==> src/rtl/systolic_pkg.sv <==
// Shared sizing and state encoding for the 2x2 systolic array blocks
// (result writer and loaders).
package systolic_pkg;

    localparam int ADDR_W = 6;
    localparam int DATA_W = 8;
    localparam int N_OUT  = 4;
    localparam int IDX_W  = $clog2(N_OUT);

    typedef enum logic [1:0] {
        IDLE  = 2'd0,
        WRITE = 2'd1,
        DONE  = 2'd2
    } state_t;

    // Negative two's-complement results become zero when enabled; never saturates.
    function automatic logic [DATA_W-1:0] relu(input logic [DATA_W-1:0] value,
                                               input logic               enable);
        return (enable && value[DATA_W-1]) ? '0 : value;
    endfunction

endpackage

==> src/rtl/result_snapshot_buf.sv <==
// Four-entry result register file: parallel load with ReLU applied on the way in,
// combinational read by index.
module result_snapshot_buf
    import systolic_pkg::*;
(
    input  logic              clk,
    input  logic              rst,
    input  logic              load,
    input  logic              relu_en,
    input  logic [DATA_W-1:0] c11,
    input  logic [DATA_W-1:0] c12,
    input  logic [DATA_W-1:0] c21,
    input  logic [DATA_W-1:0] c22,
    input  logic [IDX_W-1:0]  rd_idx,
    output logic [DATA_W-1:0] rd_data
);

    logic [DATA_W-1:0] mem [N_OUT];

    always_ff @(posedge clk) begin
        if (!rst) begin
            for (int i = 0; i < N_OUT; i++) begin
                mem[i] <= '0;
            end
        end else if (load) begin
            mem[0] <= relu(c11, relu_en);
            mem[1] <= relu(c12, relu_en);
            mem[2] <= relu(c21, relu_en);
            mem[3] <= relu(c22, relu_en);
        end
    end

    assign rd_data = mem[rd_idx];

endmodule

==> src/rtl/systolic_result_writer.sv <==
// Drains the four systolic results into the shared RAM, one registered write
// per cycle starting at a latched base address, with a sticky address-wrap flag.
module systolic_result_writer
    import systolic_pkg::*;
(
    input  logic              clk,
    input  logic              rst,
    input  logic              start,
    input  logic [ADDR_W-1:0] result_baseaddr,
    input  logic              relu_en,
    input  logic [DATA_W-1:0] c11,
    input  logic [DATA_W-1:0] c12,
    input  logic [DATA_W-1:0] c21,
    input  logic [DATA_W-1:0] c22,
    output logic [ADDR_W-1:0] ram_addr,
    output logic [DATA_W-1:0] ram_data,
    output logic              ram_we,
    output logic              busy,
    output logic              done,
    output logic              wrap_o
);

    localparam logic [IDX_W-1:0] LAST_IDX = IDX_W'(N_OUT - 1);

    state_t              state_q, state_d;
    logic [IDX_W-1:0]    idx_q, idx_d, idx_next;
    logic [ADDR_W-1:0]   base_q, base_d;
    logic [ADDR_W-1:0]   ram_addr_d;
    logic [DATA_W-1:0]   ram_data_d;
    logic                ram_we_d, busy_d, done_d, wrap_d;
    logic                snapshot_load;
    logic [DATA_W-1:0]   buf_data;
    logic [ADDR_W:0]     addr_sum;

    result_snapshot_buf u_buf (
        .clk     (clk),
        .rst     (rst),
        .load    (snapshot_load),
        .relu_en (relu_en),
        .c11     (c11),
        .c12     (c12),
        .c21     (c21),
        .c22     (c22),
        .rd_idx  (idx_next),
        .rd_data (buf_data)
    );

    assign idx_next = idx_q + 1'b1;
    assign addr_sum = {1'b0, base_q} + {{(ADDR_W + 1 - IDX_W){1'b0}}, idx_next};

    always_ff @(posedge clk) begin
        if (!rst) begin
            state_q  <= IDLE;
            idx_q    <= '0;
            base_q   <= '0;
            ram_addr <= '0;
            ram_data <= '0;
            ram_we   <= 1'b0;
            busy     <= 1'b0;
            done     <= 1'b0;
            wrap_o   <= 1'b0;
        end else begin
            state_q  <= state_d;
            idx_q    <= idx_d;
            base_q   <= base_d;
            ram_addr <= ram_addr_d;
            ram_data <= ram_data_d;
            ram_we   <= ram_we_d;
            busy     <= busy_d;
            done     <= done_d;
            wrap_o   <= wrap_d;
        end
    end

    // Write 0 is registered at the accepting edge itself, so its data bypasses
    // the buffer; later writes read the entry the index is about to advance to.
    always_comb begin
        state_d       = state_q;
        idx_d         = idx_q;
        base_d        = base_q;
        ram_addr_d    = '0;
        ram_data_d    = '0;
        ram_we_d      = 1'b0;
        busy_d        = 1'b0;
        done_d        = 1'b0;
        wrap_d        = wrap_o;
        snapshot_load = 1'b0;

        case (state_q)
            IDLE, DONE: begin
                if (start) begin
                    state_d       = WRITE;
                    idx_d         = '0;
                    base_d        = result_baseaddr;
                    ram_we_d      = 1'b1;
                    ram_addr_d    = result_baseaddr;
                    ram_data_d    = relu(c11, relu_en);
                    busy_d        = 1'b1;
                    wrap_d        = 1'b0;
                    snapshot_load = 1'b1;
                end else begin
                    state_d = IDLE;
                end
            end
            WRITE: begin
                if (idx_q == LAST_IDX) begin
                    state_d = DONE;
                    done_d  = 1'b1;
                end else begin
                    idx_d      = idx_next;
                    ram_we_d   = 1'b1;
                    ram_addr_d = addr_sum[ADDR_W-1:0];
                    ram_data_d = buf_data;
                    busy_d     = 1'b1;
                    if (addr_sum[ADDR_W]) begin
                        wrap_d = 1'b1;
                    end
                end
            end
            default: begin
                state_d = IDLE;
            end
        endcase
    end

endmodule

==> config.mk <==
export PLATFORM = sky130hd
export DESIGN_NAME = systolic_result_writer
export DESIGN_NICKNAME = d
export VERILOG_FILES = /design/src/rtl/systolic_pkg.sv /design/src/rtl/result_snapshot_buf.sv /design/src/rtl/systolic_result_writer.sv
export SDC_FILE = /design/constraint.sdc
export NUM_CORES = 1
export LEC_CHECK = 0
export ABC_AREA = 1
export CORE_UTILIZATION = 40
export CTS_BUF_LIST = sky130_fd_sc_hd__clkbuf_16
export DETAILED_ROUTE_END_ITERATION = 12
export PLACE_DENSITY = 0.66
export SLEW_MARGIN = 20
export SYNTH_ARGS = -nofsm -noshare
export SYNTH_HDL_FRONTEND = slang
export SYNTH_SLANG_ARGS = --single-unit
==> constraint.sdc <==
create_clock -name clk -period 2.1 [get_ports clk]
set_clock_uncertainty 0.1 [all_clocks]
set_input_delay 0.42 -clock clk [delete_from_list [all_inputs] [get_ports clk]]
set_output_delay 0.42 -clock clk [all_outputs]
set_load 0.02 [all_outputs]
# Word-level counts from Yosys, hierarchy flattened

Memory sizes are Yosys's and may differ from the RTL's.
Index checks and enable logic that the tools add are counted.

Bits in registers: 27
RAM bits: 32
Input port bits: 42
Output and inout port bits: 18
Memories: 1

Memories:

| memory    | depth | width | rd ports | clocked after Yosys merged registers in | wr ports | line                      | source |
|---|---|---|---|---|---|---|---|
| u_buf.mem | 4     | 8     | 1        | 0                                       | 4        | result_snapshot_buf.sv:18 | `logic [DATA_W-1:0] mem [N_OUT];` |

$add $sub $neg: 2
Eq/ne operators: 7
Muxes and demuxes: 33
Bitwise operators: 4
Reduce and logical (&&, ||, !) cells: 11

Operators by type and width:

| cell                | count |
|---|---|
| $mux 8              | 10 |
| $pmux 8 s2          | 1 |
| $mux 1              | 12 |
| $mux 6              | 2 |
| $pmux 6 s2          | 1 |
| $ne 2x2->1 const B  | 4 |
| $pmux 2 s2          | 2 |
| $add 6x2->7         | 1 |
| $mux 2              | 3 |
| $eq 2x2->1 const B  | 2 |
| $logic_and 1x1->1   | 4 |
| $or 1x1->1          | 4 |
| $pmux 1 s2          | 2 |
| $reduce_and 2->1    | 2 |
| $reduce_and 4->1    | 1 |
| $reduce_and 3->1    | 1 |
| $add 2x1->2 const B | 1 |
| $eq 2x1->1 const B  | 1 |
| $logic_not 2->1     | 1 |
| $reduce_bool 2->1   | 1 |
| $reduce_or 2->1     | 1 |

# Depth between registers and ports, before layout

Depth in word-level cells: 7
Gate-level depth with buffers: 11

# Hierarchy

Synthesis repeated with hierarchy kept, for this count alone.

Cells, all modules: 334
Area total of the unflattened synthesis: 2792.7 µm²

By module, submodules not included:

| module                 | times used | cells each | area an instance (µm²) | sequential area each (µm²) |
|---|---|---|---|---|
| result_snapshot_buf    | 1          | 199        | 1680.4                 | 960.9 |
| systolic_result_writer | 1          | 135        | 1112.3                 | 540.5 |

# Worst setup path before layout

Ideal clock, no wire load.

Path kind: register to register
From: reg idx_q[0]
To: reg wrap_o
Library setup time: 92 ps
Arrival: 1715 ps
Required time: 1908 ps
Slack: 194 ps
Stages on the path, launching flop included: 12
Buffers on the path: 2
Period minus slack after synthesis: 1906 ps
Path through: dfxtp_1 -> buf_6 -> inv_2 -> buf_6 -> ha_1 -> inv_1 -> fa_1 -> nor2_1 -> nand2_1 -> o21ai_1 -> nand2_1 -> a21oi_1

Cells in the longest elaborated chain, start to end: 4

RTL lines:

| item                         | line                         | source |
|---|---|---|
| start, declared              | systolic_result_writer.sv:26 | `logic [IDX_W-1:0] idx_q, idx_d, idx_next;` |
| start signal, assigned       | systolic_result_writer.sv:64 | `idx_q <= idx_d;` |
| $add 2x1->2                  | systolic_result_writer.sv:48 | `assign idx_next = idx_q + 1'b1;` |
| $add 6x2->7                  | systolic_result_writer.sv:49 | `assign addr_sum = {1'b0, base_q} + {{(ADDR_W + 1 - IDX_W){1'b0}}, idx_next};` |
| $ne 2x2->1 (no line)         | -                            |  |
| $reduce_and 4->1 (no line) * | -                            |  |
| end signal, assigned         | systolic_result_writer.sv:71 | `wrap_o <= wrap_d;` |
| end, declared                | systolic_result_writer.sv:20 | `output logic wrap_o` |

Every way passes the cells marked *; elsewhere a longest branch is shown, timed or not.
A chain may end at the register's enable or synchronous reset.

# Worst setup path after layout

Ends and elaborated chain as after synthesis.

==> impl_metrics.env <==
export IMPL_status="completed"
export IMPL_reg2regPathDepth=8
export IMPL_fin_crit_sh_pct=90.8
export IMPL_place_area_um2=3270
export IMPL_synthSimpleGateAreaFrac_pct=21.8
export IMPL_cts_max_level=3
export IMPL_syn_inst=295
export IMPL_fin_ws_ns=0.193
export IMPL_synth_edf_count=32
export IMPL_track_usage_pct=17.9
export IMPL_arrival_ns=2.06
export IMPL_grt_overflow=0
export IMPL_place_gp_congestion=0.778
export IMPL_r2r_slack_ns=0.19
export IMPL_synth_top_area_cell="edfxtp_1"
export IMPL_chipHeight_um=83.3
export IMPL_min_path_type="reg2reg"
export IMPL_hold_start="wrap_o$_SDFFE_PN0P_"
export IMPL_num_io_pins=60
export IMPL_synthArstFlopShare_pct=0
export IMPL_ir_drop_mv=0.462
export IMPL_final_antenna_net_count=0
export IMPL_reg2reg_to="wrap_o$_SDFFE_PN0P_"
export IMPL_whs_ns=0.355
export IMPL_synth_top_area_share_pct=36.3
export IMPL_root_buffer="clkbuf_16"
export IMPL_rsz0062_at_grt="false"
export IMPL_cts_tree="done"
export IMPL_synth_top_family_by_area="simple AND/OR/NAND/NOR gates"
export IMPL_switching_share_pct=24.9
export IMPL_antenna_cells=0
export IMPL_hold_viol_final=0
export IMPL_yosys_warnings=0
export IMPL_synth_nets=341
export IMPL_die_w_um=83.3
export IMPL_fill_cells=583
export IMPL_p_switching_mw=0.759
export IMPL_synthAdderAreaFrac_pct=2.18
export IMPL_clock_power_share_pct=41.0
export IMPL_start_util_pct=41.6
export IMPL_comb_power_share_pct=15.1
export IMPL_via_count=2111
export IMPL_drive_above_1_share_pct=7.92
export IMPL_viasPerCell=4.77
export IMPL_synth_compound_area_share_pct=8.47
export IMPL_required_ns=2.25
export IMPL_end_kind="flip-flop"
export IMPL_fp_row_count=29
export IMPL_nets=407
export IMPL_cap_viol_max_count=0
export IMPL_p_leak_nw=1.53
export IMPL_setup_tns_final_ns=0
export IMPL_final_min_clock_period_ns=1.91
export IMPL_final_cell_area_um2=3530
export IMPL_antenna_found_initial=0
export IMPL_numCtsBuffers=9
export IMPL_grt_pass1_wl_um=9350
export IMPL_power_mw=3.04
export IMPL_synth_commonest_cells="nor2_1, nand2_1, inv_1"
export IMPL_cellPowerDensity_nw_per_um2=862
export IMPL_synth_seq_cells=59
export IMPL_avgSynthCellArea_um2=8.96
export IMPL_drc=0
export IMPL_critPathMaxFanout=9
export IMPL_slew_headroom_pct=61.3
export IMPL_ys_types=28
export IMPL_tightest_slew_ns=0.576
export IMPL_clock_path_buffers=2
export IMPL_path_class="reg2reg"
export IMPL_clkSlewWorstSetupHoldPaths_ns=0.05
export IMPL_wl_um=5680
export IMPL_numPortBuffers=59
export IMPL_dr_pass1_iters=4
export IMPL_synth_area_leaders="edfxtp_1, dfxtp_1, nor2_1"
export IMPL_crit_path_start_kind="flip-flop"
export IMPL_grt_pass1_vias=2002
export IMPL_r2r_start="idx_q[0]$_SDFFE_PN0P_"
export IMPL_dieArea_um2=6940
export IMPL_power_frac_seq_pct=44.0
export IMPL_pre_cts_ws_ns=0.116
export IMPL_clk_latency_ns=0.32
export IMPL_setup_viol=0
export IMPL_yosys_cell_count_top_type="nor2_1"
export IMPL_synth_ff_type="edfxtp_1"
export IMPL_synthMuxAreaShare_pct=0
export IMPL_post_dp_hpwl_um=3880
export IMPL_synthToLayoutAreaGrowth_pct=33.5
export IMPL_ys_seq_area_share_pct=56.8
export IMPL_drtIter0Drc=146
export IMPL_p_int_mw=2.28
export IMPL_grt_max_degree=37
export IMPL_hold_path_end="wrap_o$_SDFFE_PN0P_"
export IMPL_fmax_mhz=524
export IMPL_yosys_area_share_xor_xnor_pct=0.331
export IMPL_synth_area_um2=2640
export IMPL_cts_sinks=59
export IMPL_worstHoldPathCells=2
export IMPL_coreArea_um2=6350
export IMPL_wire_per_inst_um=12.8
export IMPL_drv_slew=0
-- layer usage --
metal	vias to the layer above	routed length, µm	GRT usage [%]
met5	-	0	0
li1	1079	-	-
met1	947	2540	24.0
met2	76	2690	26.9
met4	0	87	7.37
met3	9	364	5.37
-- cells by family after synthesis --
kind of cell,Yosys count
and+or+nand+nor,136
DFF,59
buffers and inverters,52
AOI/OAI and AO/OA,43
adders and majority gates,4
xor gates and xnor gates,1
-- sequential cells by signal, summed over array words and instances, names as in the netlist --
register,flops
base_q,6
busy,1
done,1
idx_q,2
ram_addr,6
ram_data,8
state_q,2
u_buf.mem,32
wrap_o,1
-- cells in the final DEF (no fill, tap or decap), drive strengths merged --
cell           instances
a21oi                 15
a22oi                  2
a31oi                  1
buf                    6
clkbuf                 9
clkdlybuf4s50         59
clkinv                 3
dfxtp                 27
edfxtp                32
fa                     1
ha                     3
inv                   46
nand2                 41
nand3                 15
nand3b                 1
nor2                  77
nor3                   2
o21a                   1
o21ai                 24
xnor2                  1
-- stage by stage --
| step | util, % | cells |
|---|---|---|
| global route | 55.6 | 443 |
| finish | 55.6 | 443 |
| global placement | 51.5 | 427 |
| floorplan | - | 295 |
| CTS | 55.5 | 443 |
| detailed placement | 51.5 | 427 |
-- timing repair --
action | CTS | global route
hold buffers | 0 | 0
setup endpoints to repair | 0 | 2
buffers inserted | 0 | 0
resized for setup | 0 | 1
-- power groups by stage --
stage / combinational (mW) / clock, mW / sequential [mW]
after global routing: 0.510 / 1.33 / 1.35
after global placement: 0.451 / 0 / 1.36
after CTS: 0.463 / 1.26 / 1.34
final: 0.459 / 1.25 / 1.34
after floorplan: 0.257 / 0 / 1.38
after detailed placement: 0.457 / 0 / 1.36
-- worst max-delay path: stages, from the launching register on --
cell,delay (ns)
dfxtp_1,0.33
ha_1,0.32
inv_2,0.10
fa_1,0.45
nor2_2,0.16
nand2_1,0.08
o21ai_1,0.11
nand2_1,0.06
a21oi_1,0.11
-- how the worst max path moves through the flow --
stage                          start                            end  slack [ns]  cells after the start
6_report       idx_q[0]$_SDFFE_PN0P_            wrap_o$_SDFFE_PN0P_        0.19                      8
5_1_grt        idx_q[0]$_SDFFE_PN0P_            wrap_o$_SDFFE_PN0P_        0.04                      8
4_1_cts        idx_q[0]$_SDFFE_PN0P_            wrap_o$_SDFFE_PN0P_        0.13                      8
3_5_place_dp                 relu_en  u_buf.mem[2][2]$_SDFFCE_PP0P_        0.12                      4
3_3_place_gp   idx_q[0]$_SDFFE_PN0P_            wrap_o$_SDFFE_PN0P_        0.14                      8
2_1_floorplan  idx_q[0]$_SDFFE_PN0P_            wrap_o$_SDFFE_PN0P_        0.19                     11
-- layout make-up --
cell class / count / area [µm²] / share of cell area, %
Tap cell: 77 / 96.3 / 2.73
Multi-Input combinational cell: 184 / 870 / 24.6
Timing Repair Buffer: 65 / 648 / 18.4
Inverter: 42 / 160 / 4.54
Clock buffer: 9 / 225 / 6.38
Clock inverter: 7 / 28.8 / 0.815
Sequential cell: 59 / 1500 / 42.5
No activity file was read; power rests on OpenSTA's default activity.
